## config.mk

```make
export PLATFORM = sky130hd
export DESIGN_NAME = prio_request_sequencer
export DESIGN_NICKNAME = d
export VERILOG_FILES = /design/src/rtl/prio_request_sequencer_pkg.sv /design/src/rtl/prio_request_sequencer_enc.sv /design/src/rtl/prio_request_sequencer.sv
export SDC_FILE = /design/constraint.sdc
export NUM_CORES = 1
export LEC_CHECK = 0
export ABC_AREA = 1
export CAP_MARGIN = 30
export CELL_PAD_IN_SITES_DETAIL_PLACEMENT = 2
export CELL_PAD_IN_SITES_GLOBAL_PLACEMENT = 2
export CORE_ASPECT_RATIO = 1.1
export CORE_MARGIN = 4
export CORE_UTILIZATION = 34
export DETAILED_ROUTE_END_ITERATION = 8
export PLACE_DENSITY_LB_ADDON = 0.1
export SLEW_MARGIN = 20
export SYNTH_ARGS = -nofsm -noshare
export SYNTH_HDL_FRONTEND = slang
export SYNTH_SLANG_ARGS = --single-unit
```

## constraint.sdc

```tcl
create_clock -name clk -period 12.4 [get_ports clk]
set_input_delay 1.86 -clock clk [delete_from_list [all_inputs] [get_ports clk]]
set_output_delay 1.86 -clock clk [all_outputs]
set_load 0.02 [all_outputs]
```

## src/rtl/prio_request_sequencer_pkg.sv

```systemverilog
// Shared types and sizing for the priority request sequencer slice.
package prio_seq_pkg;

  localparam int unsigned N_REQ = 256;
  localparam int unsigned IDX_W = 8;

  typedef logic [N_REQ-1:0] req_vec_t;
  typedef logic [IDX_W-1:0] idx_t;

  typedef enum logic [1:0] {
    IDLE    = 2'd0,
    PRESENT = 2'd1,
    GAP     = 2'd2
  } state_t;

endpackage

```

## src/rtl/prio_request_sequencer_enc.sv

```systemverilog
// 256-to-8 priority encoder, combinational: highest set bit wins, o_valid = any bit set.
module priority_encoder_256to8
  import prio_seq_pkg::*;
(
  input  req_vec_t i_req,
  output idx_t     o_idx,
  output logic     o_valid
);

  always_comb begin
    o_idx   = '0;
    o_valid = 1'b0;
    // Ascending scan: the last hit is the highest set bit.
    for (int unsigned i = 0; i < N_REQ; i++) begin
      if (i_req[i]) begin
        o_idx   = i[IDX_W-1:0];
        o_valid = 1'b1;
      end
    end
  end

endmodule

```

## src/rtl/prio_request_sequencer.sv

```systemverilog
// Sticky pending register served highest-index-first over valid/ready.
// Optional PRIO_SEQ_OVERRUN_EN adds a sticky collision flag (overrun_flag/overrun_clr).
module prio_request_sequencer
  import prio_seq_pkg::*;
(
`ifdef PRIO_SEQ_OVERRUN_EN
  input  logic           overrun_clr,
  output logic           overrun_flag,
`endif
  input  logic           clk,
  input  logic           rst_n,
  input  req_vec_t       req_in,
  input  logic           req_load,
  output logic           out_valid,
  input  logic           out_ready,
  output idx_t           out_index,
  output logic [IDX_W:0] pending_cnt,
  output logic           busy
);

  function automatic logic [IDX_W:0] popcount(input req_vec_t v);
    logic [IDX_W:0] c;
    c = '0;
    for (int unsigned i = 0; i < N_REQ; i++) c = c + (IDX_W+1)'(v[i]);
    return c;
  endfunction

  state_t         r_state;
  req_vec_t       r_pending;
  logic           r_valid;
  idx_t           r_idx;
  logic [IDX_W:0] r_cnt;
  logic           r_busy;

  idx_t     w_enc_idx;
  logic     w_enc_any;
  logic     w_accept;
  req_vec_t w_clear;
  req_vec_t w_load;
  req_vec_t w_pending_next;

  priority_encoder_256to8 u_enc (
    .i_req   (r_pending),
    .o_idx   (w_enc_idx),
    .o_valid (w_enc_any)
  );

  assign w_accept       = r_valid & out_ready;
  assign w_clear        = w_accept ? (req_vec_t'(1) << r_idx) : '0;
  assign w_load         = req_load ? req_in : '0;
  assign w_pending_next = (r_pending & ~w_clear) | w_load;

  always_ff @(posedge clk or negedge rst_n) begin
    if (!rst_n) begin
      r_state   <= IDLE;
      r_pending <= '0;
      r_valid   <= 1'b0;
      r_idx     <= '0;
      r_cnt     <= '0;
      r_busy    <= 1'b0;
    end else begin
      r_pending <= w_pending_next;
      r_cnt     <= popcount(w_pending_next);
      case (r_state)
        IDLE, GAP: begin
          if (w_enc_any) begin
            r_idx   <= w_enc_idx;
            r_valid <= 1'b1;
            r_busy  <= 1'b1;
            r_state <= PRESENT;
          end else begin
            r_valid <= 1'b0;
            r_busy  <= |w_pending_next;
            r_state <= IDLE;
          end
        end
        PRESENT: begin
          if (w_accept) begin
            r_valid <= 1'b0;
            r_busy  <= |w_pending_next;
            r_state <= GAP;
          end else begin
            r_busy  <= 1'b1;
          end
        end
        default: begin
          r_valid <= 1'b0;
          r_busy  <= |w_pending_next;
          r_state <= IDLE;
        end
      endcase
    end
  end

`ifdef PRIO_SEQ_OVERRUN_EN
  logic r_overrun;
  logic w_collide;

  assign w_collide = req_load & (|(req_in & r_pending & ~w_clear));

  always_ff @(posedge clk or negedge rst_n) begin
    if (!rst_n) r_overrun <= 1'b0;
    else        r_overrun <= w_collide | (r_overrun & ~overrun_clr);
  end

  assign overrun_flag = r_overrun;
`endif

  assign out_valid   = r_valid;
  assign out_index   = r_idx;
  assign pending_cnt = r_cnt;
  assign busy        = r_busy;

endmodule

```

Word level (Yosys, flattened, before mapping)
Index checks and enable logic that the tools add are counted.

Add/sub/neg operators: 255. Equal/unequal tests: 3. Shifts and indexed selects: 1. Multiplexer cells: 522. Bitwise gates (word level): 4. Reduce and logical (&&, ||, !) cells: 4.

Operators with widths (number): $add A9 B1 Y9 (247); $mux W8 (128); $mux W256 (2); $mux W7 (64); $mux W1 (262); $and A256 B256 Y256 (1); $not A256 Y256 (1); $or A256 B256 Y256 (1); $reduce_or A256 Y1 (1); $shl A1 B8 Y256 const A (1); $mux W6 (32); $mux W5 (16); $mux W4 (8); $mux W3 (4); $add A8 B1 Y9 (1); $add A7 B1 Y8 (1); $add A6 B1 Y7 (1); $add A5 B1 Y6 (1); $mux W2 (3); $add A4 B1 Y5 (1); $add A3 B1 Y4 (1); $pmux W1 S2 (2); $pmux W2 S2 (1); $add A2 B1 Y3 (1); 8 further kinds (8).

Flip-flop bits (word level): 277. Bits of input ports: 260. Output and inout bits: 19. Logic and storage cells: 795.

Longest topological paths before layout
Word-level depth: 260. Mapped depth: 245.

By module
Synthesis repeated with hierarchy kept, for this count alone.

Cells, all modules: 3373. Area total of the unflattened synthesis: 24180.7 um2.

By module, submodules not included: prio_request_sequencer (times used 1, cells each 2410, area each 20165.6 um2, sequential area each 6906.6 um2); priority_encoder_256to8 (times used 1, cells each 963, area each 4015.1 um2, sequential area each 0.0 um2).

Worst setup path before layout
OpenSTA, ideal clock, no wires.

Path type: register -> register. Start: register r_pending[2]. End: register r_idx[0], in the netlist out_index[0]. Arrival: 10643 ps. Data required time: 12327 ps. Slack: 1684 ps. Cell stages (with the launch flop): 246. Path buffers: 0. Period minus slack after synthesis: 10716 ps. Cells stage by stage: dfrtp_1 > inv_2 > nand2_1 > nand2_1 > nand2_1 > nand2_1 > nand2_1 > nand2_1 > nand2_1 > nand2_1 > nand2_1 > nand2_1 > nand2_1 > nand2_1 > nand2_1 > nand2_1 > nand2_1 > nand2_1 > [... 210 more ...] > nand2_1 > nand2_1 > nand2_1 > nand2_1 > nand2_1 > nand2_1 > nand2_1 > nand2_1 > nand2_1 > nand2_1 > nand2_1 > nand2_1 > nand2_1 > nand2_1 > nand2_1 > nand2_1 > nand2_1 > a21oi_2.

Word-level cells in the longest chain between the ends: 255.

Ends and longest elaborated chain: start, declared (RTL line prio_request_sequencer.sv:29) `req_vec_t r_pending;`; start signal, assigned (RTL line prio_request_sequencer.sv:62) `r_pending <= w_pending_next;`; $mux W1 (254 in series) (RTL line prio_request_sequencer_enc.sv:15) `if (i_req[i]) begin`; $reduce_and A2 Y1 (no source line); end signal, assigned (RTL line prio_request_sequencer.sv:67) `r_idx <= w_enc_idx;`; end, declared (RTL line prio_request_sequencer.sv:31) `idx_t r_idx;`.

Parallel ways exist; a longest one is shown, timed or not. A chain may end at the register's enable or synchronous reset.

Final worst setup path
Ends and elaborated chain as after synthesis.

==> results.yml <==
synthesis:
  synth.avg_cell_area_um2: 7.83
  synthesis.nets: 3559
  ys_warn_count: 0
  yosysMostFrequentCell: "nand2_1"
  synth_flop_cell: "dfrtp_1"
  ys_seq_elements: 276
  yosys.cell_types.count: 37
  synth_edf_count: 0
  seq_area_frac_synth_pct: 29.2
  synth_area_leaders: "dfrtp_1, fa_1, nand2_1"
  synth_commonest_cells: "nand2_1, inv_1, nor2_1"
  synth_top_area_share_pct: 29.2
  synth_cells: 3018
  synth-async-reset-ratio_pct: 100
  synth_area_mm2: 0.0236
  yosys.area.top_type: "dfrtp_1"
run:
  maxCapViolCount: 0
setup_path:
  worstPathMaxFanout: 2
  path_class: "flip-flop to flip-flop"
  cpMostUsedCell: "nand2_1"
  end_kind: "flip-flop"
  required_ps: 12910
  cpPeakStageDelay_ps: 400
  start_kind: "flip-flop"
  arrival_ps: 14730
  worst_path_max_delay_cell: "dfrtp_1"
route:
  wl_um: 148000
  via_count: 23489
  wl_met1_um: 58300
  drt_iter0_markers: 2104
  drt-pass1-iter-count: 5
  wl_met2_um: 66500
  wl_per_cell_um: 34.5
  viasPerCell: 5.49
  dr_wl_met3_um: 10300
  route.top_layer_used: "met5"
  route.detailed.drc: 0
  ant_nets: 0
floorplanning:
  start_util_pct: 34.3
  die_h_um: 285
  fp.dieW_um: 259
  pin_count: 279
  dieArea_mm2: 0.0738
  coreArea_mm2: 0.0690
  rows: 101
place:
  port-buffer-count: 278
  place_congestion: 1.03
  dp_cells: 4195
  hpwlAfterDp_um: 127000
timing:
  tns_ps: -1820
  tightest_slew_ps: 992
  hold_violations: 0
  fin_skew_ps: 18.7
  layout_min_cycle_time_ps: 14220
  setup_viol: 1
  max-slew-margin-rel_pct: 33.2
  fin_ws_ps: -1820
  period_share_pct: 115
  hold_ws_ps: 521
  rsz0062_at_grt: "true"
  fmax_mhz: 70.3
  timing.final.max_slew_violations: 0
cts:
  cts.path.max_buffers: 3
  clock-root-buffer: "clkbuf_16"
  path_clk_slew_ps: 60
  clock_sinks: 276
  htreeDepth: 2
  numCtsBuffers: 37
  cts_hold_buffers: 0
  insertion_delay_ps: 580
  cts_tree: "built"
outcome:
  violations: "setup timing"
  status: "finished, violations left"
global_route:
  grt_antenna_before_repair: 17
  track_usage_pct: 39.5
  grt_start_max_net_pins: 98
  grt_pass1_wl_um: 202000
  grt_pass1_vias: 25878
  grt_overflow: 0
cells_and_area:
  seqCellArea_mm2: 0.00691
  fin_cells: 4276
  fill_cells: 7862
  areaGrowthSynthToFinish_pct: 23.4
  multi_input_area_mm2: 0.0131
  drive_gt1_share_pct: 6.83
  nets: 3851
  utilization_pct: 42.3
power_and_ir_drop:
  cellLeakagePower_uw: 0.0129
  vdd_drop_max_mv: 0.197
  powerDensity_mw_per_mm2: 112
hold_path:
  min_path_type: "flip-flop to flip-flop"
==> through the flow <==
stage,area (µm²),setup slack [ps],power (µW)
after floorplan,23600,1680,1550
after global placement,27700,-676,2040
after detailed placement,27800,-1640,2070
after CTS,29100,-1830,3300
after global routing,29100,-4120,3420
final,29200,-1820,3280
==> cells by family (layout without fill, tap and decap cells) <==
logic type,Yosys count,in the layout,share of synthesized area [%]
compound gates,302,302,7.56
xor+xnor,6,6,0.222
buf+inv,709,1029,15.6
fa+ha+maj,281,281,22.6
other cells,0,11,0
flops,276,276,29.2
simple gates,1444,1444,24.8
==> final timing paths <==
path | start | endpoint | slack, ps | depth (start not counted)
worst max register to register | r_pending[2] | out_index[0] | -1820 | 245
worst min register to register | r_state[1] | r_state[1] | 520 | 2
min in group asynchronous | rst_n | r_pending[189] | 1310 | 1
worst min-delay path | r_state[1] | r_state[1] | 520 | 2
worst max-delay path | r_pending[2] | out_index[0] | -1820 | 245
max in group asynchronous | rst_n | r_pending[39] | 9550 | 2
==> metal layers <==
| metal | track usage, % | vias to the layer above |
|---|---|---|
| li1 | - | 9835 |
| met1 | 49.4 | 12240 |
| met2 | 62.0 | 1066 |
| met3 | 7.81 | 338 |
| met4 | 26.3 | 10 |
| met5 | 0 | - |
==> state kept, by name, indices dropped and copies added (netlist names) <==
signal and cells:
r_state 1, busy 1, r_pending 256, pending_cnt 9, out_valid 1, out_index 8
==> power breakdown <==
part,switching (µW),internal (µW)
logic,701,379
registers,33.2,945
clock network,486,731
total,1220,2060
==> critical path, delay by kind of cell (launching register included) <==
family,cells,cell delay (ps)
flip-flops,1,400
AND/OR/NAND/NOR,243,13480
buffers and inverters,1,70
AO/OA/AOI/OAI,1,110
==> cell type report <==
class	count	share of cell area (%)
Timing Repair Buffer	341	11.3
Multi-Input combinational cell	2033	44.9
Tap cell	927	3.98
Antenna cell	11	0.0944
Inverter	621	11.5
Clock buffer	51	3.81
Clock inverter	16	0.742
Sequential cell	276	23.7
==> placed cells by master, fill, tap and decap left out, types with 56 or more instances in the layout <==
master           instances
nand2_1                920
buf_4                   56
nor2_1                 296
clkdlybuf4s50_1        276
dfrtp_1                274
bufinv_8                74
fa_1                   242
a22oi_1                 76
nand3_1                 59
nor4_1                  74
o21ai_0                176
inv_1                  535
==> timing repair <==
item	4_1_cts	5_1_grt
gates resized for setup	3	3
buffers inserted	0	1
endpoints found under the setup margin	1	1
pin swaps	2	9
(Power assumes the default switching activity.)
